**src/rtl/pkt_wr_engine_if.sv**
```systemverilog
// pkt_wr_engine_if: controller handshake, capture stream and buffer write bus of the packet write engine.
interface pkt_wr_engine_if #(parameter int ADDR_W = 10);
  logic              wr_ctrl;
  logic              wr_ctrl_rdy;
  logic [31:0]       s_data;
  logic              s_valid;
  logic              s_last;
  logic              s_ready;
  logic [ADDR_W-1:0] mem_address;
  logic [31:0]       mem_writedata;
  logic              mem_write;
  logic              mem_waitrequest;
  logic [15:0]       pkt_count;
  logic [2:0]        state_out;
  modport slave (
    input  wr_ctrl, s_data, s_valid, s_last, mem_waitrequest,
    output wr_ctrl_rdy, s_ready, mem_address, mem_writedata, mem_write, pkt_count, state_out
  );
  modport master (
    output wr_ctrl, s_data, s_valid, s_last, mem_waitrequest,
    input  wr_ctrl_rdy, s_ready, mem_address, mem_writedata, mem_write, pkt_count, state_out
  );
endinterface

```
**src/rtl/pkt_wr_engine.sv**
```systemverilog
// pkt_wr_engine: stores one captured packet (payload, then header) into a circular word buffer.
// Define PKT_WR_TIMESTAMP_EN to add a first-word timestamp as a second header word.
module pkt_wr_engine #(
  parameter int ADDR_W    = 10,
  parameter int MAX_WORDS = 256
) (
  input logic clk,
  input logic reset,
  pkt_wr_engine_if.slave bus
);
`ifdef PKT_WR_TIMESTAMP_EN
  localparam int HDR_WORDS = 2;
`else
  localparam int HDR_WORDS = 1;
`endif
  localparam int IW = $clog2(MAX_WORDS + 1);
  localparam logic [IW-1:0] MAXW = IW'(MAX_WORDS);
  typedef enum logic [2:0] {IDLE = 3'd0, DATA = 3'd1, HDR = 3'd2, TS = 3'd3, DONE = 3'd4} state_t;
  state_t            r_state, w_next;
  logic [ADDR_W-1:0] r_buf_ptr, r_addr;
  logic [31:0]       r_data;
  logic              r_write, r_ovf, r_last;
  logic [IW-1:0]     r_idx;
  logic [15:0]       r_pkt_count;
  logic              w_pending, w_wr_done, w_accept, w_ready;
`ifdef PKT_WR_TIMESTAMP_EN
  logic [31:0]       r_ts_cnt, r_ts;
`endif
  assign w_pending = r_write & bus.mem_waitrequest;
  assign w_wr_done = r_write & ~bus.mem_waitrequest;
  assign w_accept  = bus.s_valid & w_ready;
  always_comb begin
    w_next  = r_state;
    w_ready = (r_state == DATA) & ~r_last & ~w_pending;
    case (r_state)
      IDLE:    w_next = bus.wr_ctrl ? DATA : IDLE;
      DATA:    w_next = (r_last & ~w_pending) ? HDR : DATA;
`ifdef PKT_WR_TIMESTAMP_EN
      HDR:     w_next = w_wr_done ? TS : HDR;
`else
      HDR:     w_next = w_wr_done ? DONE : HDR;
`endif
      TS:      w_next = w_wr_done ? DONE : TS;
      DONE:    w_next = bus.wr_ctrl ? DONE : IDLE;
      default: w_next = IDLE;
    endcase
  end
  always_ff @(posedge clk)
    if (!reset) r_state <= IDLE;
    else        r_state <= w_next;
  always_ff @(posedge clk) begin
    if (!reset) begin
      r_buf_ptr   <= '0;
      r_addr      <= '0;
      r_data      <= '0;
      r_write     <= 1'b0;
      r_ovf       <= 1'b0;
      r_last      <= 1'b0;
      r_idx       <= '0;
      r_pkt_count <= '0;
    end else begin
      r_write <= w_pending;
      if (r_state == IDLE && bus.wr_ctrl) begin
        r_idx  <= '0;
        r_ovf  <= 1'b0;
        r_last <= 1'b0;
      end
      if (w_accept) begin
        r_last <= bus.s_last;
        if (r_idx < MAXW) begin
          r_write <= 1'b1;
          r_addr  <= r_buf_ptr + ADDR_W'(HDR_WORDS) + ADDR_W'(r_idx);
          r_data  <= bus.s_data;
          r_idx   <= r_idx + 1'b1;
        end else r_ovf <= 1'b1;
      end
      if (r_state == DATA && w_next == HDR) begin
        r_write <= 1'b1;
        r_addr  <= r_buf_ptr;
        r_data  <= {r_ovf, 15'b0, 16'(r_idx)};
      end
`ifdef PKT_WR_TIMESTAMP_EN
      if (r_state == HDR && w_next == TS) begin
        r_write <= 1'b1;
        r_addr  <= r_buf_ptr + ADDR_W'(1);
        r_data  <= r_ts;
      end
`endif
      // commit the packet exactly once, on the edge that enters DONE
      if (r_state != DONE && w_next == DONE) begin
        r_buf_ptr   <= r_buf_ptr + ADDR_W'(HDR_WORDS) + ADDR_W'(r_idx);
        r_pkt_count <= r_pkt_count + 16'd1;
      end
    end
  end
`ifdef PKT_WR_TIMESTAMP_EN
  always_ff @(posedge clk)
    if (!reset) begin
      r_ts_cnt <= '0;
      r_ts     <= '0;
    end else begin
      r_ts_cnt <= r_ts_cnt + 32'd1;
      if (w_accept && r_idx == '0) r_ts <= r_ts_cnt;
    end
`endif
  assign bus.s_ready       = w_ready;
  assign bus.wr_ctrl_rdy   = (r_state == DONE);
  assign bus.mem_address   = r_addr;
  assign bus.mem_writedata = r_data;
  assign bus.mem_write     = r_write;
  assign bus.pkt_count     = r_pkt_count;
  assign bus.state_out     = r_state;
endmodule

```
**src/flat_wrapper.sv**
```systemverilog
// flat-port wrapper written by rule: the top's interface ports become plain ports
module pkt_wr_engine_flat 
#(
  parameter int ADDR_W    = 10,
  parameter int MAX_WORDS = 256
)
  (clk, reset, bus_wr_ctrl, bus_s_data, bus_s_valid, bus_s_last, bus_mem_waitrequest, bus_wr_ctrl_rdy, bus_s_ready, bus_mem_address, bus_mem_writedata, bus_mem_write, bus_pkt_count, bus_state_out);
  pkt_wr_engine_if #(.ADDR_W(ADDR_W)) bus_i ();
  input logic clk;
  input logic reset;
  input wire logic [$bits(bus_i.wr_ctrl)-1:0] bus_wr_ctrl;
  input wire logic [$bits(bus_i.s_data)-1:0] bus_s_data;
  input wire logic [$bits(bus_i.s_valid)-1:0] bus_s_valid;
  input wire logic [$bits(bus_i.s_last)-1:0] bus_s_last;
  input wire logic [$bits(bus_i.mem_waitrequest)-1:0] bus_mem_waitrequest;
  output wire logic [$bits(bus_i.wr_ctrl_rdy)-1:0] bus_wr_ctrl_rdy;
  output wire logic [$bits(bus_i.s_ready)-1:0] bus_s_ready;
  output wire logic [$bits(bus_i.mem_address)-1:0] bus_mem_address;
  output wire logic [$bits(bus_i.mem_writedata)-1:0] bus_mem_writedata;
  output wire logic [$bits(bus_i.mem_write)-1:0] bus_mem_write;
  output wire logic [$bits(bus_i.pkt_count)-1:0] bus_pkt_count;
  output wire logic [$bits(bus_i.state_out)-1:0] bus_state_out;
  assign bus_i.wr_ctrl = bus_wr_ctrl;
  assign bus_i.s_data = bus_s_data;
  assign bus_i.s_valid = bus_s_valid;
  assign bus_i.s_last = bus_s_last;
  assign bus_i.mem_waitrequest = bus_mem_waitrequest;
  assign bus_wr_ctrl_rdy = bus_i.wr_ctrl_rdy;
  assign bus_s_ready = bus_i.s_ready;
  assign bus_mem_address = bus_i.mem_address;
  assign bus_mem_writedata = bus_i.mem_writedata;
  assign bus_mem_write = bus_i.mem_write;
  assign bus_pkt_count = bus_i.pkt_count;
  assign bus_state_out = bus_i.state_out;
  pkt_wr_engine #(.ADDR_W(ADDR_W), .MAX_WORDS(MAX_WORDS)) u_core (.clk(clk), .reset(reset), .bus(bus_i));
endmodule
```
**config.mk**
```make
export PLATFORM = sky130hd
export DESIGN_NAME = pkt_wr_engine_flat
export DESIGN_NICKNAME = d
export VERILOG_FILES = /design/src/rtl/pkt_wr_engine_if.sv /design/src/rtl/pkt_wr_engine.sv /design/src/flat_wrapper.sv
export SDC_FILE = /design/constraint.sdc
export NUM_CORES = 1
export LEC_CHECK = 0
export CAP_MARGIN = 10
export CORE_ASPECT_RATIO = 2
export CORE_MARGIN = 1.5
export CORE_UTILIZATION = 47
export CTS_BUF_LIST = sky130_fd_sc_hd__clkbuf_4
export DETAILED_ROUTE_END_ITERATION = 12
export GPL_TIMING_DRIVEN = 0
export HOLD_SLACK_MARGIN = 0.03
export PLACE_DENSITY = 0.89
export SKIP_CTS_REPAIR_TIMING = 1
export SYNTH_ARGS = -nofsm -noshare
export SYNTH_HDL_FRONTEND = slang
export SYNTH_SLANG_ARGS = --single-unit
```
**constraint.sdc**
```tcl
create_clock -name clk -period 2.1 [get_ports clk]
set_input_delay 0.21 -clock clk [delete_from_list [all_inputs] [get_ports clk]]
set_output_delay 0.21 -clock clk [all_outputs]
set_load 0.02 [all_outputs]
```
Yosys cells after proc, flatten, opt, wreduce, memory -nomap -nowiden
Index checks and enable logic that the tools add are counted.
W data, S select, Z words.
{"block": "classes", "n_addsub": 4, "bitwise_logic": 10, "n_mux": 23, "eq_ne": 7, "n_reduce_logical": 10, "order_cmp": 1}
{"op": "$mux W32", "n": 3}
{"op": "$mux W10", "n": 3}
{"op": "$mux W9", "n": 3}
{"op": "$add A16 B1 Y16 const B", "n": 1}
{"op": "$pmux W3 S5", "n": 1}
{"op": "$add A10 B1 Y10 const B", "n": 1}
{"op": "$add A10 B9 Y10", "n": 1}
{"op": "$add A9 B1 Y9 const B", "n": 1}
{"op": "$eq A3 B2 Y1 const B", "n": 3}
{"op": "$lt A9 B9 Y1 const B", "n": 1}
{"op": "$mux W1", "n": 9}
{"op": "$mux W3", "n": 3}
{"op": "$and A1 B1 Y1", "n": 6}
{"op": "$eq A3 B3 Y1 const B", "n": 2}
{"op": "$reduce_bool A2 Y1", "n": 3}
{"op": "$not A1 Y1", "n": 4}
{"op": "$reduce_and A2 Y1", "n": 2}
{"op": "$eq A3 B1 Y1 const B", "n": 1}
{"op": "$logic_and A1 B1 Y1", "n": 3}
{"op": "$logic_not A3 Y1", "n": 1}
{"op": "$ne A3 B3 Y1 const B", "n": 1}
{"op": "$mux W2", "n": 1}
{"op": "$reduce_or A2 Y1", "n": 1}
{"block": "word_totals", "register_bits": 83, "wordCells": 65, "in_bits": 38}

Logic depth before layout (Yosys ltp)
Gate-level depths: netlist (run 1).
{"block": "logic_depth", "ltp_word": 9, "mapped_depth": 8, "mapped_depth_nobuf": 8}

Worst setup path before layout (run 1)
No wires, ideal clock.
{"block": "synth_timing", "path_type": "reg2reg", "from": "reg u_core.r_idx[0]", "to": "reg u_core.r_buf_ptr[8]", "setup_time_ns": 0.106, "setup_slack_ns": 0.208, "n_path_buf": 0, "required_ns": 1.994, "arrival_time_ns": 1.786, "path_stages_with_launch": 9, "path_cell_list": "dfxtp_1 inv_1 ha_1 fa_1 nor2b_1 o31a_1 o21ai_1 a211o_1 o311ai_0"}
{"block": "synth_via", "elab_chain_len": 1}
{"element": "start, declared", "line": "pkt_wr_engine.sv:23", "source": "logic [IW-1:0] r_idx;"}
{"element": "start signal, assigned", "line": "pkt_wr_engine.sv:74", "source": "r_idx <= r_idx + 1'b1;"}
{"element": "$add A10 B9 Y10", "line": "pkt_wr_engine.sv:91", "source": "r_buf_ptr <= r_buf_ptr + ADDR_W'(HDR_WORDS) + ADDR_W'(r_idx);"}
{"element": "end signal, assigned", "line": "pkt_wr_engine.sv:91"}
{"element": "end, declared", "line": "pkt_wr_engine.sv:20", "source": "logic [ADDR_W-1:0] r_buf_ptr, r_addr;"}
Every way passes these cells.
A chain may end at the register's enable or synchronous reset.

Worst setup path after layout (run 1)
{"block": "layout_timing", "from": "reg u_core.r_idx[0]", "to": "reg u_core.r_buf_ptr[6]"}
Same word-level chain as after synthesis.

==> summary.md, run 1 <==
For the initial antenna violation count, the log shows 1. TritonCTS built the clock tree. The starting density of the core was 48.8%; the number of I/O pins was 102. The synthesis warning total is 0, and the global-route track usage on met1 is 26.0%. Maximum number of pins on one net before global-route repair: 13. The global-route wire length before repair was 17200 um; the number of vias per cell after detailed routing was 5.67. The clock transition at the registers of the reported paths is 0.12 ns, and the layout-stage area growth over the synthesis result is 34.9%. The register area share after synthesis is 42.8%, and the final worst-path cycle share is 99.9%. The total number of vias was 3797; the leakage component of the power was 1.95 nW. The filler cells instantiated in the layout total 660. The share of Yosys cell area claimed by the top area cell type is 42.8%, and the largest fanout of any net on the critical path is 4. The netlist area before placement came out at 3880 um2.

After detailed placement, the design holds a cell count of 651. The overall track demand over capacity in global routing was 25.3%. The tools report the clock skew after layout as 0.00817 ns. For the total clock sinks, the log shows 83.

Yosys mapped a number of flops with a built-in enable equal to 0. The number of nets in the layout was 620; the maximum count of clock buffers along a single path was 2. VDD sags by at most 0.569 mV. After synthesis, the cell types taking the most area are dfxtp_1 (43%), nand2_1 (8.5%), a21oi_1 (4.5%).

The pin slew with the least headroom to its limit was 0.562 ns. Max-cap violations in this run came to 0. The tools report the synthesized netlist net count as 504. Counting cells, the worst reg-to-reg path comes to 8.

In this run the number of H-tree levels came out at 3. The average cell area after synthesis is 8.54 um2, and the number of distinct library cells after synthesis is 54. The tools report the gate count after technology mapping as 454. At the end of routability-driven placement, the weighted congestion stood at 0.916.

The number of I/O port buffers came out at 101. Setup violations remaining at the end of the flow were counted as 0. Wires add up to 11000 um.

The first detailed-routing pass took 5 iterations. Counting flops and latches in the post-synthesis netlist gives 83. The floorplan step defined a core boundary enclosing 7940 um2. The highest attainable clock frequency is 0.477 GHz, and the remaining antenna violation count is 0. The initialized floorplan defines 46 standard-cell rows.

The type of the worst setup path is reg2reg. The tools report the met2 layer usage reported by global route as 44.0%. Leaving out filler cells and counting taps, the final layout contains 670. The total congestion overflow after global routing was 0; the cell count of the worst hold path was 3.

The run gives 62.5% as the relative slew slack. For met3 alone, demand over resource in global routing was 3.77%. Remaining design rule violation count: 0.

The critical path required time is 2.48 ns. The proportion of register bits with asynchronous set or reset after synthesis came out at 0%. The biggest area contributor in the post-synthesis netlist is dfxtp_1. For the source-to-sink clock delay at the later pin of the worst-skew pair, the log shows 0.44 ns. The chip width works out to 67.2 um.

The tools report the TritonCTS buffer count as 9. The global routing's busiest layer is met2. From bottom edge to top edge, the die measures 131 um. The final critical delay including setup and external delays is 2.10 ns.

The average wire length per cell after detail routing came out at 16.4 um. Commonest register cell after synthesis: dfxtp_1. Cells with a size suffix above 1 make up 7.68% of the layout.

The path class of the tightest hold or removal check is in2reg. The most common cell in the synthesized netlist is nand2_1. The data arrival at the endpoint of the critical path was 2.48 ns; the number of hold violations in the final report was 0.

The run finished with clean final reports. The root buffer cell chosen for the clock tree is clkbuf_4. The commonest cells after synthesis are nand2_1 (88), dfxtp_1 (83), a21oi_1 (35). The logs give 3787 for the number of global-route vias before repair and 8120 um for the detailed placer's ending HPWL.

The worst setup path is captured at a flip-flop. Full die area: 8840 um2. For this design the ratio of total power to cell area is 578 nW/um2. The count of routing violations after the opening detailed-route iteration came out at 232. The design draws 3.03 mW. The total count of max-transition violations in the final report was 0.

STA classifies the critical path startpoint as a flip-flop.
## cell type report
type / instances / area, um2 / area share, %
Timing Repair Buffer: 105 / 1040 / 19.9
Sequential cell: 83 / 1670 / 31.9
Tap cell: 96 / 120 / 2.30
Antenna cell: 1 / 2.50 / 0.0478
Inverter: 7 / 26.3 / 0.502
Clock buffer: 10 / 75.1 / 1.43
Clock inverter: 4 / 67.6 / 1.29
Multi-Input combinational cell: 338 / 2110 / 40.4
Buffer: 26 / 115 / 2.20
## layer usage
layer / share of wire (%) / routed length, um
met1: 35 / 3900
met2: 54 / 5900
met3: 5.3 / 584
met4: 5.7 / 626
met5: 0 / 0
## placed cells by master (no fill, tap or decap), drive strengths merged, types with 3 or more instances in the layout
cell type | synthesis | routed
a211o | 4 | 4
a21boi | 22 | 22
a21oi | 35 | 35
a22o | 4 | 4
a22oi | 15 | 15
and2 | 20 | 20
and3 | 12 | 12
buf | 13 | 17
clkbuf | 13 | 23
clkdlybuf4s50 | 0 | 100
dfxtp | 83 | 83
ha | 11 | 11
inv | 7 | 7
nand2 | 88 | 88
nand2b | 6 | 6
nand3 | 18 | 18
nand4 | 6 | 6
nor2 | 15 | 15
nor2b | 11 | 11
o21a | 3 | 3
o21ai | 13 | 13
o311ai | 4 | 4
xnor2 | 14 | 14
xor2 | 4 | 4
## worst max-delay path: stages (launching register included)
cell	delay, ns
dfxtp_4	0.37
inv_2	0.07
ha_4	0.14
fa_2	0.22
nor2b_2	0.05
o31a_1	0.33
or4b_1	0.52
o311a_1	0.17
o21ai_1	0.17
## per-stage QoR
stage	setup WS (ns)	area (um2)	util, %	hold WS, ns	TNS, ns
2_1_floorplan	0.208	3880	-	0.346	0
3_3_place_gp	-0.0936	5010	63.1	0.442	-0.136
3_5_place_dp	-0.103	5010	63.1	0.447	-0.293
4_1_cts	-0.150	5150	64.9	0.288	-0.274
5_1_grt	-0.0205	5230	65.9	0.297	-0.0373
6_report	0.00221	5230	65.9	0.295	0
## path summary, 6_finish.rpt
kind,start,endpoint,slack [ns]
max,u_core.r_idx[0]$_SDFF_PN0_,u_core.r_buf_ptr[6]$_SDFFE_PN0P_,0.002
min,bus_s_data[11],u_core.bus.mem_writedata[11]$_SDFFE_PP0P_,0.29
max reg2reg,u_core.r_idx[0]$_SDFF_PN0_,u_core.r_buf_ptr[6]$_SDFFE_PN0P_,0.002
min reg2reg,u_core.bus.mem_writedata[11]$_SDFFE_PP0P_,u_core.bus.mem_writedata[11]$_SDFFE_PP0P_,0.46
## report_power, final
part / total (mW) / switching, mW / internal [mW]
Sequential: 1.63 / 0.0248 / 1.61
Combinational: 0.390 / 0.205 / 0.185
Clock: 1.00 / 0.526 / 0.477
Total: 3.03 / 0.755 / 2.27
## state kept, by name (all words and copies together) (netlist names)
signal	cells
u_core.bus.mem_address	10
u_core.bus.mem_write	1
u_core.bus.mem_writedata	32
u_core.bus.pkt_count	16
u_core.bus.state_out	3
u_core.r_buf_ptr	10
u_core.r_idx	9
u_core.r_last	1
u_core.r_ovf	1
## kinds of logic (layout without fill, tap and decap cells)
| logic type | count (synthesis) | after routing | synth area share, % |
|---|---|---|---|
| DFF | 83 | 83 | 42.8 |
| AOI/OAI and AO/OA | 115 | 115 | 20.1 |
| xor gates and xnor gates | 18 | 18 | 4.06 |
| buffers and inverters | 33 | 152 | 3.65 |
| muxes | 2 | 2 | 0.516 |
| other | 0 | 1 | 0 |
| adders and majority gates | 12 | 12 | 4.06 |
| and+or+nand+nor | 191 | 191 | 24.8 |
Note: power is estimated with default switching activity, not from simulation.
==> inputs of run 2 (changes only) <==
--- a/config.mk
+++ b/config.mk
@@ -14,6 +14,7 @@
 export GPL_TIMING_DRIVEN = 0
 export HOLD_SLACK_MARGIN = 0.03
 export PLACE_DENSITY = 0.89
+export RECOVER_POWER = 100
 export SKIP_CTS_REPAIR_TIMING = 1
 export SYNTH_ARGS = -nofsm -noshare
 export SYNTH_HDL_FRONTEND = slang
==> run 2 against run 1 <==
Sequential cell count did not move; die area did not move; fmax up 0.36%; routed wire length rose by 0.56%; worst hold slack worse by 0.0081 ns; largest power group unchanged; clock skew increased by 0.00075 ns.
==> summary.md, run 2 (same netlist as run 1, synthesis figures left out) <==
The flow ran to the end, and the final reports show no timing, DRC or antenna violations. The run gives 2.49 ns (was 2.48 ns) as the critical path required time. The logs give 5010 um2 (unchanged) for the post-place instance area and 25.3% (unchanged) for the overall track demand over capacity in global routing. The tools report the remaining antenna violation count as 0 (unchanged). The cell count of the worst hold path came out at 3 (unchanged).

The detailed placer's ending HPWL is 8120 um (unchanged), and the number of violations of the max-capacitance limit is 0 (unchanged). The worst hold-check path type was in2reg (unchanged). The flip-flop count of the largest register after layout is 32 (unchanged), and the chip width is 67.2 um (unchanged). The number of I/O port buffers is 101 (unchanged). The share of cells above drive strength 1 was 6.81% (was 7.68%). The run gives 7940 um2 (unchanged) as the core area.

For the total congestion overflow after global routing, the log shows 0 (unchanged). The final total negative setup slack is 0 ns (unchanged), and the layout-stage area growth over the synthesis result is 34.4% (was 34.9%). The logs give 3787 (unchanged) for the number of global-route vias before repair and 2 (unchanged) for the maximum count of clock buffers along a single path. The total count of max-transition violations in the final report was 0 (unchanged). The number of placement rows is 46 (unchanged). TritonCTS built the clock tree. Overall power of the completed layout: 3.01 mW (was 3.03 mW). Type of element launching the critical path: a flip-flop (unchanged). The clock transition at the registers of the reported paths is 0.12 ns (about the same). For the leakage component of the power, the log shows 2.12 nW (was 1.95 nW). Final instance area: 5210 um2 (was 5230 um2).

The maximum number of pins on one net before global-route repair is 13 (unchanged), and the maximum VDD drop is 0.560 mV (was 0.569 mV). The largest fanout of any net on the critical path came out at 4 (unchanged). The sequential cell area is 1670 um2 (unchanged), and the global-route wire length before repair is 17200 um (unchanged). Total met3 wirelength after detailed routing: 585 um (was 584 um). The most common cell after layout, fill and taps aside was nand2_1 (was clkdlybuf4s50_1). Buffer cell driving the clock tree root: clkbuf_4 (unchanged).

The total clock sinks is 83 (unchanged), and the final routed wirelength across all metal layers is 11100 um (was 11000 um). The final critical delay including setup and external delays is 2.09 ns (was 2.10 ns), and the area taken by multi-input logic gates is 2110 um2 (about the same). Highest routing layer actually used: met4 (unchanged). The nature of the critical path endpoint was a flip-flop (unchanged).

The number of fillers in the final layout was 666 (was 660). The source-to-sink clock delay at the later pin of the worst-skew pair was 0.45 ns (was 0.44 ns); the number of I/O pins was 102 (unchanged). The total number of vias is 3817 (was 3797), and the full die area is 8840 um2 (unchanged). The relative slew slack was 62.1% (was 62.5%); the global placer's final weighted congestion was 0.916 (unchanged). The first-pass iteration count of the detailed router was 5 (unchanged). The data arrival at the endpoint of the critical path came out at 2.48 ns (about the same).

The count of placed standard cells including taps is 651 (unchanged). The routed length on met1 was 3880 um (was 3900 um); the average wire length per cell after detail routing was 16.5 um (was 16.4 um). Power per cell area: 578 nW/um2 (about the same). Number of hold violations in the final report: 0 (unchanged). The tightest hold margin was 0.287 ns (was 0.295 ns); the number of H-tree branching levels was 3 (unchanged). The starting density of the core is 48.8% (unchanged), and the number of nets in the layout is 620 (unchanged).

For the remaining design rule violation count, the log shows 0 (unchanged). The tools report the clock skew after layout as 0.00892 ns (was 0.00817 ns). The final critical-path setup slack is 0.00975 ns (was 0.00221 ns), and the highest attainable clock frequency is 0.478 GHz (was 0.477 GHz). The tools report the number of cells in the finished layout apart from fillers as 670 (unchanged).

Met2 wire length: 5990 um (was 5900 um). The count of routing violations after the opening detailed-route iteration was 202 (was 232); the y dimension of the die was 131 um (unchanged). The worst reg2reg path depth was 8 (unchanged). Highest-count cells in the layout ignoring fill and taps: nand2_1 (88), dfxtp_1 (79), dlygate4sd3_1 (64) (was clkdlybuf4s50_1 (100), nand2_1 (88), dfxtp_1 (79)). The number of vias per cell after detailed routing was 5.70 (was 5.67). The final worst-path cycle share works out to 99.5% (was 99.9%). For the total setup violations reported at the end of the flow, the log shows 0 (unchanged). The final core area utilization was 65.6% (was 65.9%).

The type of the worst setup path is reg2reg (unchanged). The worst setup slack after placement was -0.103 ns (unchanged); the TritonCTS buffer count was 9 (unchanged). Initial antenna violation count: 1 (unchanged).

The pin slew with the least headroom to its limit was 0.568 ns (was 0.562 ns).
run 2: changes by cell type in the layout (fill, tap and decap cells not counted), sizes merged:
cell           previous run  this run
clkdlybuf4s50           100        36
dlygate4sd3               0        64
dlymetal6s2s              1         0
buf                      17         9
clkbuf                   23        32
run 2: worst paths after layout:
kind                                                     to                                       from  slack (ns)
setup / recovery           u_core.r_buf_ptr[6]$_SDFFE_PN0P_                 u_core.r_idx[0]$_SDFF_PN0_        0.01
hold / removal    u_core.bus.mem_writedata[11]$_SDFFE_PP0P_                             bus_s_data[11]        0.29
setup reg to reg           u_core.r_buf_ptr[6]$_SDFFE_PN0P_                 u_core.r_idx[0]$_SDFF_PN0_        0.01
hold reg to reg   u_core.bus.mem_writedata[11]$_SDFFE_PP0P_  u_core.bus.mem_writedata[11]$_SDFFE_PP0P_        0.46
run 2: where the power goes:
| part | internal, mW | switching (mW) | total (mW) |
|---|---|---|---|
| combinational | 0.166 | 0.205 | 0.372 |
| sequential | 1.61 | 0.0231 | 1.63 |
| clock | 0.476 | 0.533 | 1.01 |
| total | 2.25 | 0.761 | 3.01 |
run 2: worst max-delay path, cell delays in order, from the launching register on:
cell,delay (ns)
dfxtp_4,0.37
inv_2,0.07
ha_4,0.14
fa_2,0.22
nor2b_2,0.05
o31a_1,0.33
or4b_1,0.52
o311a_1,0.17
o21ai_1,0.16
run 2: layout make-up:
cell class,count,area share [%]
plain buffers,26,2.06
diodes,1,0.0480
multi-input cells,338,40.5
inverters,7,0.504
clock buffers,10,1.44
flip-flops and latches,83,32.0
repair buffers,105,19.8
clock inverters,4,1.30
well taps,96,2.30
run 2: layer usage:
metal,up-vias,track usage [%]
li1,1814,-
met1,1796,26.0
met2,161,44.0
met3,46,3.77
met4,0,18.4
met5,-,0
==> inputs of run 3 (changes only) <==
--- a/config.mk
+++ b/config.mk
@@ -6,14 +6,16 @@
 export NUM_CORES = 1
 export LEC_CHECK = 0
 export CAP_MARGIN = 10
+export CELL_PAD_IN_SITES_DETAIL_PLACEMENT = 0
+export CELL_PAD_IN_SITES_GLOBAL_PLACEMENT = 2
 export CORE_ASPECT_RATIO = 2
 export CORE_MARGIN = 1.5
-export CORE_UTILIZATION = 47
+export CORE_UTILIZATION = 29
 export CTS_BUF_LIST = sky130_fd_sc_hd__clkbuf_4
 export DETAILED_ROUTE_END_ITERATION = 12
 export GPL_TIMING_DRIVEN = 0
 export HOLD_SLACK_MARGIN = 0.03
-export PLACE_DENSITY = 0.89
+export PLACE_DENSITY = 0.93
 export RECOVER_POWER = 100
 export SKIP_CTS_REPAIR_TIMING = 1
 export SYNTH_ARGS = -nofsm -noshare
==> run 3 against run 2 <==
Die area grew 60%; critical path type unchanged; via count shrank 3.0%; the run now ends with design-rule violations left; non-clock buffer count grew 1; largest power group unchanged; total power grew 7.0%; highest routed layer unchanged; count of clock-buffer cells in the layout is the same; combinational power grew 1%.
==> summary.md, run 3 (same netlist as run 1, synthesis figures left out) <==
The remaining design rule violation count is 7 (was 0). The number of I/O port buffers was 101 (unchanged). The tools report the total setup violations reported at the end of the flow as 0 (unchanged).

Most common cell after layout, fill and taps aside: nand2_1 (unchanged). The final critical delay including setup and external delays was 2.03 ns (was 2.09 ns). The post-place instance area is 5080 um2 (was 5010 um2). The run gives 18200 um (was 17200 um) as the global-route wire length before repair. TritonCTS built the clock tree. The y dimension of the die came out at 167 um (was 131 um). For the count of routing violations after the opening detailed-route iteration, the log shows 202 (unchanged).

The highest attainable clock frequency was 0.493 GHz (was 0.478 GHz). Highest routing layer actually used: met4 (unchanged). The area taken by multi-input logic gates was 2110 um2 (about the same).

The number of violations of the max-capacitance limit was 0 (unchanged); the chip width was 84.8 um (was 67.2 um). Reg-to-reg startpoint: u_core.r_idx[0]$_SDFF_PN0_ (unchanged). The clock transition at the registers of the reported paths was 0.15 ns (was 0.12 ns).

Type of the worst setup path: reg2reg (unchanged). For the final instance area, the log shows 5340 um2 (was 5210 um2). Flip-flop count of the largest register after layout: 32 (unchanged). The final routed wirelength across all metal layers came out at 11800 um (was 11100 um).

The tools report the source of the critical timing path as u_core.r_idx[0]$_SDFF_PN0_ (unchanged). TritonCTS buffer count: 9 (unchanged). The total congestion overflow after global routing was 0 (unchanged); the clock skew after layout was 0.0218 ns (was 0.00892 ns). The core area came out at 13100 um2 (was 7940 um2). The power per cell area is 603 nW/um2 (was 578 nW/um2), and the total count of max-transition violations in the final report is 0 (unchanged). For the total clock sinks, the log shows 83 (unchanged). The average wire length per cell after detail routing is 16.3 um (was 16.5 um).

The tools report the total number of vias as 3703 (was 3817). The layout-stage area growth over the synthesis result works out to 37.8% (was 34.4%). For the critical path required time, the log shows 2.48 ns (was 2.49 ns). Highest-count cells in the layout ignoring fill and taps: nand2_1 (88), dfxtp_1 (79), dlygate4sd3_1 (63) (was nand2_1 (88), dfxtp_1 (79), dlygate4sd3_1 (64)). The number of nets in the layout is 621 (was 620).

The worst hold-check path type is in2reg (unchanged). The count of placed standard cells including taps is 707 (was 651). Number of placement rows: 59 (was 46).

The largest fanout of any net on the critical path is 4 (unchanged), and the source-to-sink clock delay at the later pin of the worst-skew pair is 0.45 ns (about the same). The number of fillers in the final layout was 1331 (was 666). The logs give 40.9% (was 65.6%) for the final core area utilization and 0 (unchanged) for the remaining antenna violation count.

The tools report the nature of the critical path endpoint as a flip-flop (unchanged). The full die area is 14100 um2 (was 8840 um2). The number of global-route vias before repair came out at 3476 (was 3787).

The tools report the type of element launching the critical path as a flip-flop (unchanged). The share of cells above drive strength 1 works out to 8.51% (was 6.81%). First-pass iteration count of the detailed router: 10 (was 5). The flow ran to the end, but the final reports show violations. The checks that failed: design-rule violations.

The final worst-path cycle share came out at 96.6% (was 99.5%). The worst reg2reg path depth is 8 (unchanged), and the global placer's final weighted congestion is 0.786 (was 0.916). The termination of the worst setup path is u_core.r_buf_ptr[6]$_SDFFE_PN0P_ (unchanged). Sequential cell area: 1670 um2 (unchanged).

The tools report the buffer cell driving the clock tree root as clkbuf_4 (unchanged). The tools report the maximum number of pins on one net before global-route repair as 15 (was 13). The number of vias per cell after detailed routing came out at 5.08 (was 5.70). The total met3 wirelength after detailed routing is 413 um (was 585 um).

The relative slew slack came out at 60.6% (was 62.1%). The run gives 6660 um (was 5990 um) as the met2 wire length. The maximum count of clock buffers along a single path is 2 (unchanged). The detailed placer's ending HPWL was 8740 um (was 8120 um). For the overall track demand over capacity in global routing, the log shows 16.7% (was 25.3%). The tools report the capturing point of the worst reg2reg path as u_core.r_buf_ptr[6]$_SDFFE_PN0P_ (unchanged).

The routed length on met1 was 4390 um (was 3880 um). The final total negative setup slack was 0 ns (unchanged). The worst setup slack for register-to-register paths is 0.07 ns (was 0.01 ns), and the maximum VDD drop is 0.361 mV (was 0.560 mV).

The number of H-tree branching levels was 3 (unchanged). The logs give 1 (unchanged) for the initial antenna violation count and 29.7% (was 48.8%) for the starting density of the core. The data arrival at the endpoint of the critical path is 2.41 ns (was 2.48 ns). The number of hold violations in the final report is 0 (unchanged), and the pin slew with the least headroom to its limit is 0.591 ns (was 0.568 ns). The run gives 729 (was 670) as the number of cells in the finished layout apart from fillers. The number of I/O pins was 102 (unchanged).

The leakage component of the power was 2.14 nW (was 2.12 nW).
run 3: worst max-delay path: stages, from the launching register on:
cell and delay [ns]:
dfxtp_4 0.38, inv_2 0.08, ha_4 0.14, fa_2 0.21, nor2b_2 0.05, o31a_1 0.31
or4b_1 0.49, o311a_1 0.17, o21ai_1 0.14
run 3: how the worst min path moves through the flow:
stage / endpoint / depth (start not counted) / start / slack, ns
2_1_floorplan: u_core.bus.mem_writedata[10]$_SDFFE_PP0P_ / 2 / bus_s_data[10] / 0.35
3_3_place_gp: u_core.bus.mem_writedata[23]$_SDFFE_PP0P_ / 2 / u_core.bus.mem_writedata[23]$_SDFFE_PP0P_ / 0.44
3_5_place_dp: u_core.bus.mem_writedata[12]$_SDFFE_PP0P_ / 2 / u_core.bus.mem_writedata[12]$_SDFFE_PP0P_ / 0.45
4_1_cts: u_core.bus.mem_writedata[11]$_SDFFE_PP0P_ / 3 / bus_s_data[11] / 0.27
5_1_grt: u_core.bus.mem_writedata[22]$_SDFFE_PP0P_ / 3 / bus_s_data[22] / 0.28
6_report: u_core.bus.mem_writedata[11]$_SDFFE_PP0P_ / 3 / bus_s_data[11] / 0.29
run 3: where the power goes:
group | switching (mW) | total, mW | internal [mW]
Combinational | 0.208 | 0.376 | 0.167
Clock | 0.596 | 1.21 | 0.618
Sequential | 0.0227 | 1.63 | 1.61
run 3: metrics by stage:
stage,setup WS (ns),hold slack [ns],power (mW)
after floorplan,0.208,0.346,1.85
after global placement,-0.126,0.442,2.05
after detailed placement,-0.163,0.447,2.06
after CTS,-0.182,0.272,3.27
after global routing,-0.00526,0.277,3.35
final,0.0720,0.286,3.22
run 3: layout make-up:
type                    instances  share of cell area, %
plain buffers                  26                   2.13
well taps                     152                   3.56
multi-input cells             338                   39.5
inverters                       7                  0.492
clock buffers                  10                   1.40
diodes                          1                 0.0468
flip-flops and latches         83                   31.2
clock inverters                 6                   2.08
repair buffers                106                   19.5
run 3: routing by layer:
layer	vias to the layer above	GRT usage [%]
met1	1760	17.1
met4	0	8.48
met2	86	31.4
met5	-	0
met3	22	2.82
li1	1835	-
